### src/rtl/cfg_reg_bank.sv
// cfg_reg_bank: parametrised configuration register bank with masked writes,
// per-register reset values and write-protect, a 1- or 2-stage read pipeline,
// and the low NUM_EXP registers exported with change-notify pulses.
// Ports:
//   CLK, RST        clock (rising edge), asynchronous active-low reset
//   WrEn/WrAddr/WrData/WrMask   write port; WrMask bit 1 writes that data bit
//   RdEn/RdAddr     read request port
//   RdData/RdData_Valid         read result and its one-cycle valid pulse
//   Err             one-cycle pulse on an illegal write or out-of-range read
//   Exp_Regs        live contents of regs 0..NUM_EXP-1, reg 0 in the LSBs
//   Exp_Upd         bit i pulses the cycle after a write changes exported reg i
module cfg_reg_bank #(
    parameter int ADDR_W = 4,
    parameter int DATA_W = 8,
    parameter int DEPTH = 16,
    parameter int NUM_EXP = 4,
    parameter logic [DEPTH*DATA_W-1:0] RST_VALS = {96'h0, 8'h20, 8'h81, 16'h0},
    parameter logic [DEPTH-1:0] RO_MASK = 16'h0000,
    parameter int RD_LAT = 1,
    parameter int WR_BYPASS = 1
) (
    input  logic                      CLK,
    input  logic                      RST,
    input  logic                      WrEn,
    input  logic [ADDR_W-1:0]         WrAddr,
    input  logic [DATA_W-1:0]         WrData,
    input  logic [DATA_W-1:0]         WrMask,
    input  logic                      RdEn,
    input  logic [ADDR_W-1:0]         RdAddr,
    output logic [DATA_W-1:0]         RdData,
    output logic                      RdData_Valid,
    output logic                      Err,
    output logic [NUM_EXP*DATA_W-1:0] Exp_Regs,
    output logic [NUM_EXP-1:0]        Exp_Upd
);
    // One extra bit so DEPTH == 2**ADDR_W still compares correctly.
    localparam logic [ADDR_W:0] LIMIT = (ADDR_W + 1)'(DEPTH);

    logic [DATA_W-1:0]  regs [DEPTH];
    logic               wr_in, wr_ok, wr_err, rd_in, rd_err;
    logic [DATA_W-1:0]  merged, rd_val;
    logic [NUM_EXP-1:0] upd;
    logic               p_v, p_e;
    logic [DATA_W-1:0]  p_d;

    // The RO_MASK lookup is only meaningful in range, so it is gated by wr_in.
    always_comb begin
        wr_in  = {1'b0, WrAddr} < LIMIT;
        wr_ok  = WrEn && wr_in && !RO_MASK[WrAddr];
        wr_err = WrEn && !wr_ok;
        merged = (regs[WrAddr] & ~WrMask) | (WrData & WrMask);
        rd_in  = {1'b0, RdAddr} < LIMIT;
        rd_err = RdEn && !rd_in;
        rd_val = !rd_in ? '0 :
                 (WR_BYPASS != 0 && wr_ok && WrAddr == RdAddr) ? merged : regs[RdAddr];
    end

    // A notify fires only when the stored value actually changes.
    always_comb begin
        upd = '0;
        for (int i = 0; i < NUM_EXP; i++)
            upd[i] = wr_ok && WrAddr == ADDR_W'(i) && merged != regs[i];
    end

    always_ff @(posedge CLK or negedge RST) begin
        if (!RST) begin
            for (int i = 0; i < DEPTH; i++)
                regs[i] <= RST_VALS[i*DATA_W +: DATA_W];
        end else if (wr_ok) begin
            regs[WrAddr] <= merged;
        end
    end

    // Stage p holds the read result one extra cycle when RD_LAT is 2; a
    // read-range error travels with its data so Err lines up with the valid.
    always_ff @(posedge CLK or negedge RST) begin
        if (!RST) begin
            p_v          <= 1'b0;
            p_e          <= 1'b0;
            p_d          <= '0;
            RdData       <= '0;
            RdData_Valid <= 1'b0;
            Err          <= 1'b0;
            Exp_Upd      <= '0;
        end else begin
            p_v     <= RdEn;
            p_e     <= rd_err;
            p_d     <= RdEn ? rd_val : p_d;
            Exp_Upd <= upd;
            if (RD_LAT == 2) begin
                RdData_Valid <= p_v;
                RdData       <= p_v ? p_d : RdData;
                Err          <= wr_err | p_e;
            end else begin
                RdData_Valid <= RdEn;
                RdData       <= RdEn ? rd_val : RdData;
                Err          <= wr_err | rd_err;
            end
        end
    end

    for (genvar i = 0; i < NUM_EXP; i++) begin : g_exp
        assign Exp_Regs[i*DATA_W +: DATA_W] = regs[i];
    end
endmodule

### config.mk
export PLATFORM = sky130hd
export DESIGN_NAME = cfg_reg_bank
export DESIGN_NICKNAME = d
export VERILOG_FILES = /design/src/rtl/cfg_reg_bank.sv
export SDC_FILE = /design/constraint.sdc
export NUM_CORES = 1
export LEC_CHECK = 0
export ABC_CLOCK_PERIOD_IN_PS = 2700
export BUFFER_PORTS_ARGS = -buffer_cell sky130_fd_sc_hd__buf_2
export CORE_UTILIZATION = 40
export DETAILED_ROUTE_END_ITERATION = 16
export GPL_TIMING_DRIVEN = 0
export SKIP_LAST_GASP = 1
export SYNTH_ARGS = -nofsm -noshare
export SYNTH_HDL_FRONTEND = slang
export SYNTH_SLANG_ARGS = --single-unit
### constraint.sdc
create_clock -name CLK -period 2.7 [get_ports CLK]
set_input_delay 0.27 -clock CLK [delete_from_list [all_inputs] [get_ports CLK]]
set_output_delay 0.27 -clock CLK [all_outputs]
set_load 0.02 [all_outputs]
==> impl_metrics.toml, run 1 <==
[logic_synthesis]
synth_fp_nets = 727
synth_area_um2 = 8380
ys_seq_area_share_pct = 42.2
synth_top_area_share_pct = 41.2
syn_area_per_cell_um2 = 12.0
async_reset_ff_share_pct = 100
syn-instance-count = 699
synth_area_leaders = "dfrtp_1 41%, mux2_2 14%, mux4_2 13%"
synth_cell_type_count = 55
synth_edf_count = 0
ys_ff_latch = 141
synth_top_area_cell = "dfrtp_1"
synth_top_flop_cell = "dfrtp_1"
synth_warnings = 0

[global_route]
grt_max_degree = 88
grt_pass1_vias = 6366
grt_pass1_wl_mm = 40.9
grt_overflow = 0
track_usage_pct = 26.1
antenna_found_initial = 0

[setup_path]
end_kind = "flip-flop"
critPathArrivalTime_ns = 2.92
cp_common_cell = "buf_6"
critical_path_class = "in2reg"
r2r_cells = 7
start_kind = "primary input"
cp.required_ns = 2.98
slowest_stage = "a222oi_1"
critPathMaxFanout = 10
crit_path_max_incr_delay_ns = 0.56
crit_chain = "buf_2 > buf_6 > buf_6 > mux2_1 > a222oi_1 > o211a_2 > or3_1 > o2111ai_1 > a2111oi_1 > a41oi_1"

[sta]
rsz0062_at_grt = "yes"
finalCriticalPeriod_ns = 2.65
finalHoldViolations = 0
worst_pin_slew_ns = 1.22
fin_tns_setup_ns = 0
hold-worst-slack_ns = 0.354
finClkSkew_ns = 0.00902
slew_violations = 0
setup_viol = 0
max_slew_margin_pct = 18.6
worst_slack_ns = 0.0528
period_share_pct = 98.0
max_freq_mhz = 378

[place]
dpl-instance-area_um2 = 9090
place_hpwl_mm = 19.1
io_buffers = 68
dpl_worst_slack_ns = -0.546
routabilityCongestion = 0.892

[flow_run]
drv_cap = 0

[detailed_routing]
vias = 6617
drtIter0Drc = 761
viasPerCell = 6.15
drt_first_pass_iters = 7
ant_nets = 0
route.detailed.drc = 0
drt-total-wl_mm = 27.0
wl_per_cell_um = 25.1

[finish]
drive_above_1_share_pct = 40.7
syn2layout_area_growth_pct = 16.8
fin_area_um2 = 9790
nNetsFinal = 821
diodes = 0

[power]
power-per-cell-area_nw_per_um2 = 842
p_leak_nw = 4.19
peakVddDrop_mv = 0.419

[worst_hold_path]
holdCritPathClass = "in2async"

[clock_network]
cts_buffer_depth = 2
tritoncts = "done"
htree_levels = 4
cts_sinks = 141
clockRootBuffer = "clkbuf_16"
numCtsBuffers = 17
clkLatencyLatePin_ns = 0.44
clkTransAtPathRegs_ns = 0.06

[floorplan]
die_y_um = 147
rows = 52
initial_core_util_pct = 41.1
coreArea_um2 = 20400
io_pins = 74
die-area_um2 = 21500
die_width_um = 147

[run_status]
outcome = "finished clean"
worst paths after layout:
kind                            slack [ns]           end       from
worst max-delay path                  0.05    Exp_Upd[3]  WrAddr[1]
worst min-delay path                  0.35      regs[22]        RST
worst max register to register        0.08    Exp_Upd[3]    regs[7]
worst min register to register        0.50      regs[28]   regs[28]
max in group asynchronous             1.48  Exp_Regs[23]        RST
min in group CLK                      0.38      regs[59]       WrEn
placed cells by master, fill, tap and decap left out, types with 6 or more instances in the layout:
cell type / n
buf_2: 76
clkbuf_1: 23
o21ai_0: 35
buf_4: 39
mux2i_1: 23
mux4_2: 50
dfrtp_1: 138
nand2b_1: 6
o31ai_1: 7
inv_1: 6
mux2_1: 12
nand4_1: 9
nor2b_1: 11
a22oi_1: 8
nand2_1: 52
buf_1: 6
a221oi_1: 11
a22o_1: 10
a21oi_1: 17
nand3_1: 6
clkbuf_16: 17
nor2_1: 43
mux2_2: 105
timing repair:
action                                  4_1_cts  5_1_grt
resized for setup                             4       13
setup buffers                                 1        3
endpoints found under the setup margin        6       18
pin swaps                                     2        4
hold buffers                                  2        0
hold endpoints to repair                     54        0
power breakdown:
group	leakage (nW)	switching, mW	internal [mW]
combinational	2.16	1.16	1.32
clock	0.282	0.973	1.45
sequential	1.75	0.653	2.68
total	4.19	2.79	5.45
cells by family (layout without fill, tap and decap cells):
family | Yosys count | in the layout | synth area share [%]
AO/OA/AOI/OAI | 126 | 126 | 10.9
other | 1 | 1 | 0.0448
multiplexers | 192 | 192 | 32.2
buffers and inverters | 87 | 194 | 5.96
AND/OR/NAND/NOR | 148 | 148 | 8.35
XOR/XNOR | 4 | 4 | 0.418
flip-flops | 141 | 141 | 42.2
cells in the mapped netlist (9+ instances only):
cell,n
mux2_1,12
nor2_1,45
a21oi_1,17
buf_2,12
a221oi_1,11
mux4_2,50
nand4_1,9
mux2_2,105
dfrtp_1,138
nor2b_1,11
a22o_1,10
clkbuf_1,25
mux2i_1,24
buf_4,35
o21ai_0,35
nand2_1,52
metal layers:
metal | share of wire, % | track usage (%) | vias to the layer above
met5 | 0 | 0 | -
met4 | 3.3 | 10.1 | 0
met3 | 8.2 | 5.19 | 73
met2 | 46 | 40.0 | 388
met1 | 42 | 36.5 | 3352
li1 | - | - | 2804
critical path: cells and delay by family:
kind,cells,cell delay [ns]
mux,1,0.35
simple gates,1,0.12
buf+inv,3,0.53
compound gates,5,1.63
through the flow:
stage | instances | power (mW) | utilization (%)
global placement | 1037 | 5.71 | 44.5
CTS | 1073 | 8.18 | 47.8
detailed placement | 1038 | 5.76 | 44.6
finish | 1076 | 8.24 | 48.1
global route | 1076 | 8.60 | 48.1
floorplan | 699 | 4.91 | -
sequential cells by signal (all words and copies together), names as in the netlist:
signal and cells:
Exp_Upd 4, RdData 8, regs 96, RdData_Valid 1, Exp_Regs 32
area by class of cell:
type	count	area, um^2
clock inverter	14	170
timing repair buffer	75	424
inverter	6	22.5
tap	270	338
sequential	141	3530
buffer	81	495
multi-input combinational	471	4380
clock buffer	18	429
fill	1813	10600
No activity file was read; power rests on OpenSTA's default activity.
==> run 2: changes to the inputs <==
Settings changed: CORE_ASPECT_RATIO set to 0.6.
==> run 2 against run 1 <==
Against the previous run:
- register-to-register slack got worse by 0.04 ns
- clock skew up 0.0094 ns
- first-iteration DRC count fell by 3.3%
- non-clock buffer count is 2 higher
- sequential power barely moved
- combinational power barely moved
- largest power group unchanged
==> impl_metrics.toml, run 2 (synthesis gave the netlist of run 1 again) <==
[sta]
worst_pin_slew_ns = 1.21
max_slew_margin_pct = 19.3
setup_viol = 0
finClkSkew_ns = 0.0185
rsz0062_at_grt = "yes"
finalCriticalPeriod_ns = 2.66
finalHoldViolations = 0
slew_violations = 0
fin_tns_setup_ns = 0
max_freq_mhz = 376
period_share_pct = 98.4
hold-worst-slack_ns = 0.379

[worst_hold_path]
holdPathStages = 3
holdCritPathClass = "in2reg"
worstHoldStart = "WrEn"
hold_end = "regs[91]"

[detailed_routing]
wl_per_cell_um = 25.5
viasPerCell = 6.13
drt-total-wl_mm = 27.5
vias = 6623
route.detailed.drc = 0
ant_nets = 0
drtIter0Drc = 736
drt_first_pass_iters = 5

[setup_path]
slowest_stage = "dfrtp_1"
reg2reg_to = "Exp_Upd[2]"
crit_chain = "mux4_2 > nor2_1 > o211a_1 > or2_1 > buf_4 > o2111ai_1 > a2111oi_2 > a41oi_1"
rr_startpoint = "Exp_Regs[5]"
crit_path_max_incr_delay_ns = 0.50
rrSetupSlack_ns = 0.04
start_kind = "flip-flop"
critPathArrivalTime_ns = 2.94
cp.required_ns = 2.98
critical_path_class = "reg2reg"
end_kind = "flip-flop"
critPathMaxFanout = 10
r2r_cells = 8

[finish]
stdcell_count = 1081
multiInputGateArea_um2 = 4380
final_cell_mix = "135 x dfrtp_1, 105 x mux2_2, 73 x buf_2"
largest_reg_flops = 96
syn2layout_area_growth_pct = 16.9
drive_above_1_share_pct = 41.0
mostFrequentLayoutCell = "dfrtp_1"
fill_cells = 1822
post-route-util_pct = 48.3
diodes = 0
top_register = "regs"
nNetsFinal = 823
seq_area_um2 = 3540

[floorplan]
die_y_um = 114
initial_core_util_pct = 41.3
rows = 40
die_width_um = 189
die-area_um2 = 21500
coreArea_um2 = 20300
io_pins = 74

[flow_run]
drv_cap = 0

[clock_network]
clkTransAtPathRegs_ns = 0.06
cts_buffer_depth = 2
htree_levels = 4
cts_sinks = 141
clkLatencyLatePin_ns = 0.44
tritoncts = "done"
clockRootBuffer = "clkbuf_16"
numCtsBuffers = 17

[run_status]
outcome = "finished clean"

[power]
peakVddDrop_mv = 0.536
power-per-cell-area_nw_per_um2 = 839
p_leak_nw = 4.19

[place]
routabilityCongestion = 0.972
place_hpwl_mm = 20.5
dpl.cell_count = 1041
io_buffers = 68

[global_route]
track_usage_pct = 26.6
grt_overflow = 0
grt_max_degree = 85
grt_pass1_wl_mm = 41.2
antenna_found_initial = 0
grt_pass1_vias = 6296
==> run 2: cell types whose count changed in the layout (fill, tap and decap cells not counted), sizes merged <==
cell    change
buf         +1
clkbuf      +1
bufinv      -1
inv         +3
clkinv      -2
==> run 2: per-stage QoR <==
stage | setup WS [ns] | cell area (um^2) | power (mW)
after floorplan | 0.352 | 8380 | 4.91
after global placement | -0.731 | 9060 | 5.71
after detailed placement | -0.594 | 9090 | 5.75
after CTS | 0.0294 | 9720 | 8.14
after global routing | -0.0531 | 9800 | 8.57
final | 0.0436 | 9800 | 8.22
==> run 2: cell type report <==
type	count	share of cell area, %
multi-input cells	471	44.7
inverters	6	0.230
plain buffers	81	5.04
well taps	273	3.49
clock buffers	18	4.38
flip-flops and latches	141	36.1
repair buffers	77	4.48
clock inverters	14	1.63
==> run 2: metal layers <==
metal  track usage (%)  part of all wire (%)
met4              6.83                   1.2
met5              3.62                  0.35
met1              42.3                    48
met3              8.49                    13
met2              33.2                    38
==> run 2: critical path, delay by kind of cell, from the launching register on <==
family	cells	cell delay (ns)
compound gates	4	1.01
flops	1	0.50
mux	1	0.49
simple gates	2	0.28
buf+inv	1	0.21
==> run 2: worst max path at each step <==
stage | from | end | slack (ns) | cells past startpoint
after floorplan | WrAddr[1] | Exp_Upd[0] | 0.35 | 9
after global placement | RST | regs[72] | -0.73 | 1
after detailed placement | WrAddr[0] | Exp_Upd[3] | -0.59 | 10
after CTS | WrAddr[3] | Exp_Upd[0] | 0.03 | 11
after global routing | regs[93] | Exp_Upd[2] | -0.05 | 8
final | Exp_Regs[5] | Exp_Upd[2] | 0.04 | 8
==> run 2: power breakdown <==
part           total, mW  internal (mW)  switching, mW  leakage [nW]
logic               2.48           1.32           1.16          2.17
clock network       2.38           1.37           1.01         0.274
registers           3.36           2.68          0.674          1.74
total               8.22           5.38           2.84          4.19
==> run 2: repair_timing <==
action,in CTS,in global routing
buffers inserted,0,6
setup endpoints to repair,14,31
pin swaps,0,3
gates resized for setup,6,12
hold endpoints to repair,82,0
hold buffers,2,0
==> run 3: changes to the inputs <==
Settings changed: CELL_PAD_IN_SITES_DETAIL_PLACEMENT set to 0, CELL_PAD_IN_SITES_GLOBAL_PLACEMENT set to 1, PLACE_DENSITY_LB_ADDON set to 0.1, SETUP_SLACK_MARGIN set to 0.15.
==> run 3 against run 2 <==
Against the previous run:
- cell area up 1.6%
- global-route usage is 2.3 points higher
- utilization is 0.79 points higher
==> impl_metrics.toml, run 3 (synthesis gave the netlist of run 1 again) <==
[run_status]
outcome = "finished clean"

[global_route]
antenna_found_initial = 0
track_usage_pct = 28.9
grt_pass1_wl_mm = 44.1
grt_pass1_vias = 6565
grt_max_degree = 100
grt_overflow = 0

[power]
p_leak_nw = 4.26
p_int_mw = 5.78
p_switching_mw = 2.84
switching_share_pct = 32.9
pwr-share-comb_pct = 29.5
pwr-share-seq_pct = 39.1
power-per-cell-area_nw_per_um2 = 866
peakVddDrop_mv = 0.491
p_clk_share_pct = 31.3

[detailed_routing]
route.detailed.drc = 0
viasPerCell = 6.20
wl_per_cell_um = 27.5
drt_first_pass_iters = 5
drtIter0Drc = 648
drt-total-wl_mm = 29.8
ant_nets = 0
vias = 6706

[sta]
period_share_pct = 93.3
finalCriticalPeriod_ns = 2.52
max_slew_margin_pct = 18.5
worst_pin_slew_ns = 1.22
finClkSkew_ns = 0.0103
rsz0062_at_grt = "yes"
slew_violations = 0
worst_slack_ns = 0.181
finalHoldViolations = 0
setup_viol = 0
max_freq_mhz = 397
hold-worst-slack_ns = 0.329

[setup_path]
reg2reg_to = "RdData[3]"
r2r_cells = 8
critical_path_class = "in2reg"
end_kind = "flip-flop"
cp.required_ns = 2.98
start_kind = "primary input"
rrSetupSlack_ns = 0.19
critPathMaxFanout = 10
rr_startpoint = "Exp_Regs[3]"
critPathArrivalTime_ns = 2.80

[floorplan]
initial_core_util_pct = 41.3
die_width_um = 189
io_pins = 74
die_y_um = 114
coreArea_um2 = 20300
rows = 40
die-area_um2 = 21500

[clock_network]
clockRootBuffer = "clkbuf_16"
clkTransAtPathRegs_ns = 0.06
clkLatencyLatePin_ns = 0.44
htree_levels = 4
numCtsBuffers = 17
cts_sinks = 141
cts_buffer_depth = 2
tritoncts = "done"

[finish]
final_cell_mix = "136 x dfrtp_1, 105 x mux2_2, 73 x buf_2"
mostFrequentLayoutCell = "dfrtp_1"
stdcell_count = 1081
syn2layout_area_growth_pct = 18.9
diodes = 0
nNetsFinal = 823
fill_cells = 1830
largest_reg_flops = 96
drive_above_1_share_pct = 41.7
top_register = "regs"
post-route-util_pct = 49.1

[flow_run]
drv_cap = 0

[place]
place_hpwl_mm = 21.8
io_buffers = 68
routabilityCongestion = 0.927
dpl_worst_slack_ns = -0.718
dpl.cell_count = 1041

[worst_hold_path]
holdCritPathClass = "in2async"
## run 3: worst max path at each step
stage	start	slack [ns]	end	depth (start not counted)
floorplan	WrAddr[1]	0.35	Exp_Upd[0]	9
global placement	WrAddr[0]	-0.75	Exp_Upd[1]	10
detailed placement	WrAddr[0]	-0.72	Exp_Upd[1]	10
CTS	regs[77]	0.08	Exp_Upd[1]	8
global route	Exp_Regs[3]	0.10	RdData[3]	8
finish	WrAddr[1]	0.18	Exp_Upd[0]	11
## run 3: timing repair
action | in CTS | in global routing
endpoints found under the hold margin | 40 | 0
hold buffers | 2 | 0
cloned | 0 | 0
pin swaps | 7 | 11
endpoints found under the setup margin | 60 | 17
gates resized for setup | 18 | 20
buffers inserted | 4 | 2
## run 3: metrics by stage
step | TNS, ns | power [mW] | area [um^2]
6_report | 0 | 8.62 | 9960
5_1_grt | 0 | 9.00 | 9960
4_1_cts | 0 | 8.55 | 9860
3_5_place_dp | -40.67 | 5.82 | 9090
3_3_place_gp | -121.17 | 5.74 | 9060
2_1_floorplan | 0 | 4.91 | 8380
## run 3: critical path, stage by stage
cell and delay (ns):
buf_2 0.11, buf_8 0.18, buf_12 0.18, buf_12 0.17, mux2_2 0.37, a221oi_4 0.32, o211ai_4 0.21, mux2i_4 0.26
o2111ai_1 0.15, a2111oi_1 0.38, a41oi_1 0.18
## run 3: power by group through the flow
stage               logic, mW  clock network, mW  registers, mW
floorplan                1.80                  0           3.11
detailed placement       2.45                  0           3.37
finish                   2.55               2.70           3.37
global placement         2.41                  0           3.33
global route             2.73               2.83           3.43
CTS                      2.49               2.73           3.33
## run 3: area by class of cell
class / count / area [um^2] / share of cell area, %
clock buffers: 21 / 450 / 4.52
inverters: 6 / 22.5 / 0.226
multi-input cells: 471 / 4430 / 44.4
repair buffers: 77 / 439 / 4.41
clock inverters: 11 / 213 / 2.14
well taps: 273 / 342 / 3.43
flip-flops and latches: 141 / 3530 / 35.5
plain buffers: 81 / 533 / 5.35
## run 3: metal layers
| layer | part of all wire [%] | up-vias | GRT usage, % |
|---|---|---|---|
| met5 | 0 | - | 0 |
| met4 | 1.0 | 0 | 6.83 |
| met3 | 9.8 | 30 | 8.92 |
| met2 | 41 | 373 | 38.4 |
| met1 | 49 | 3481 | 45.0 |
| li1 | - | 2822 | - |
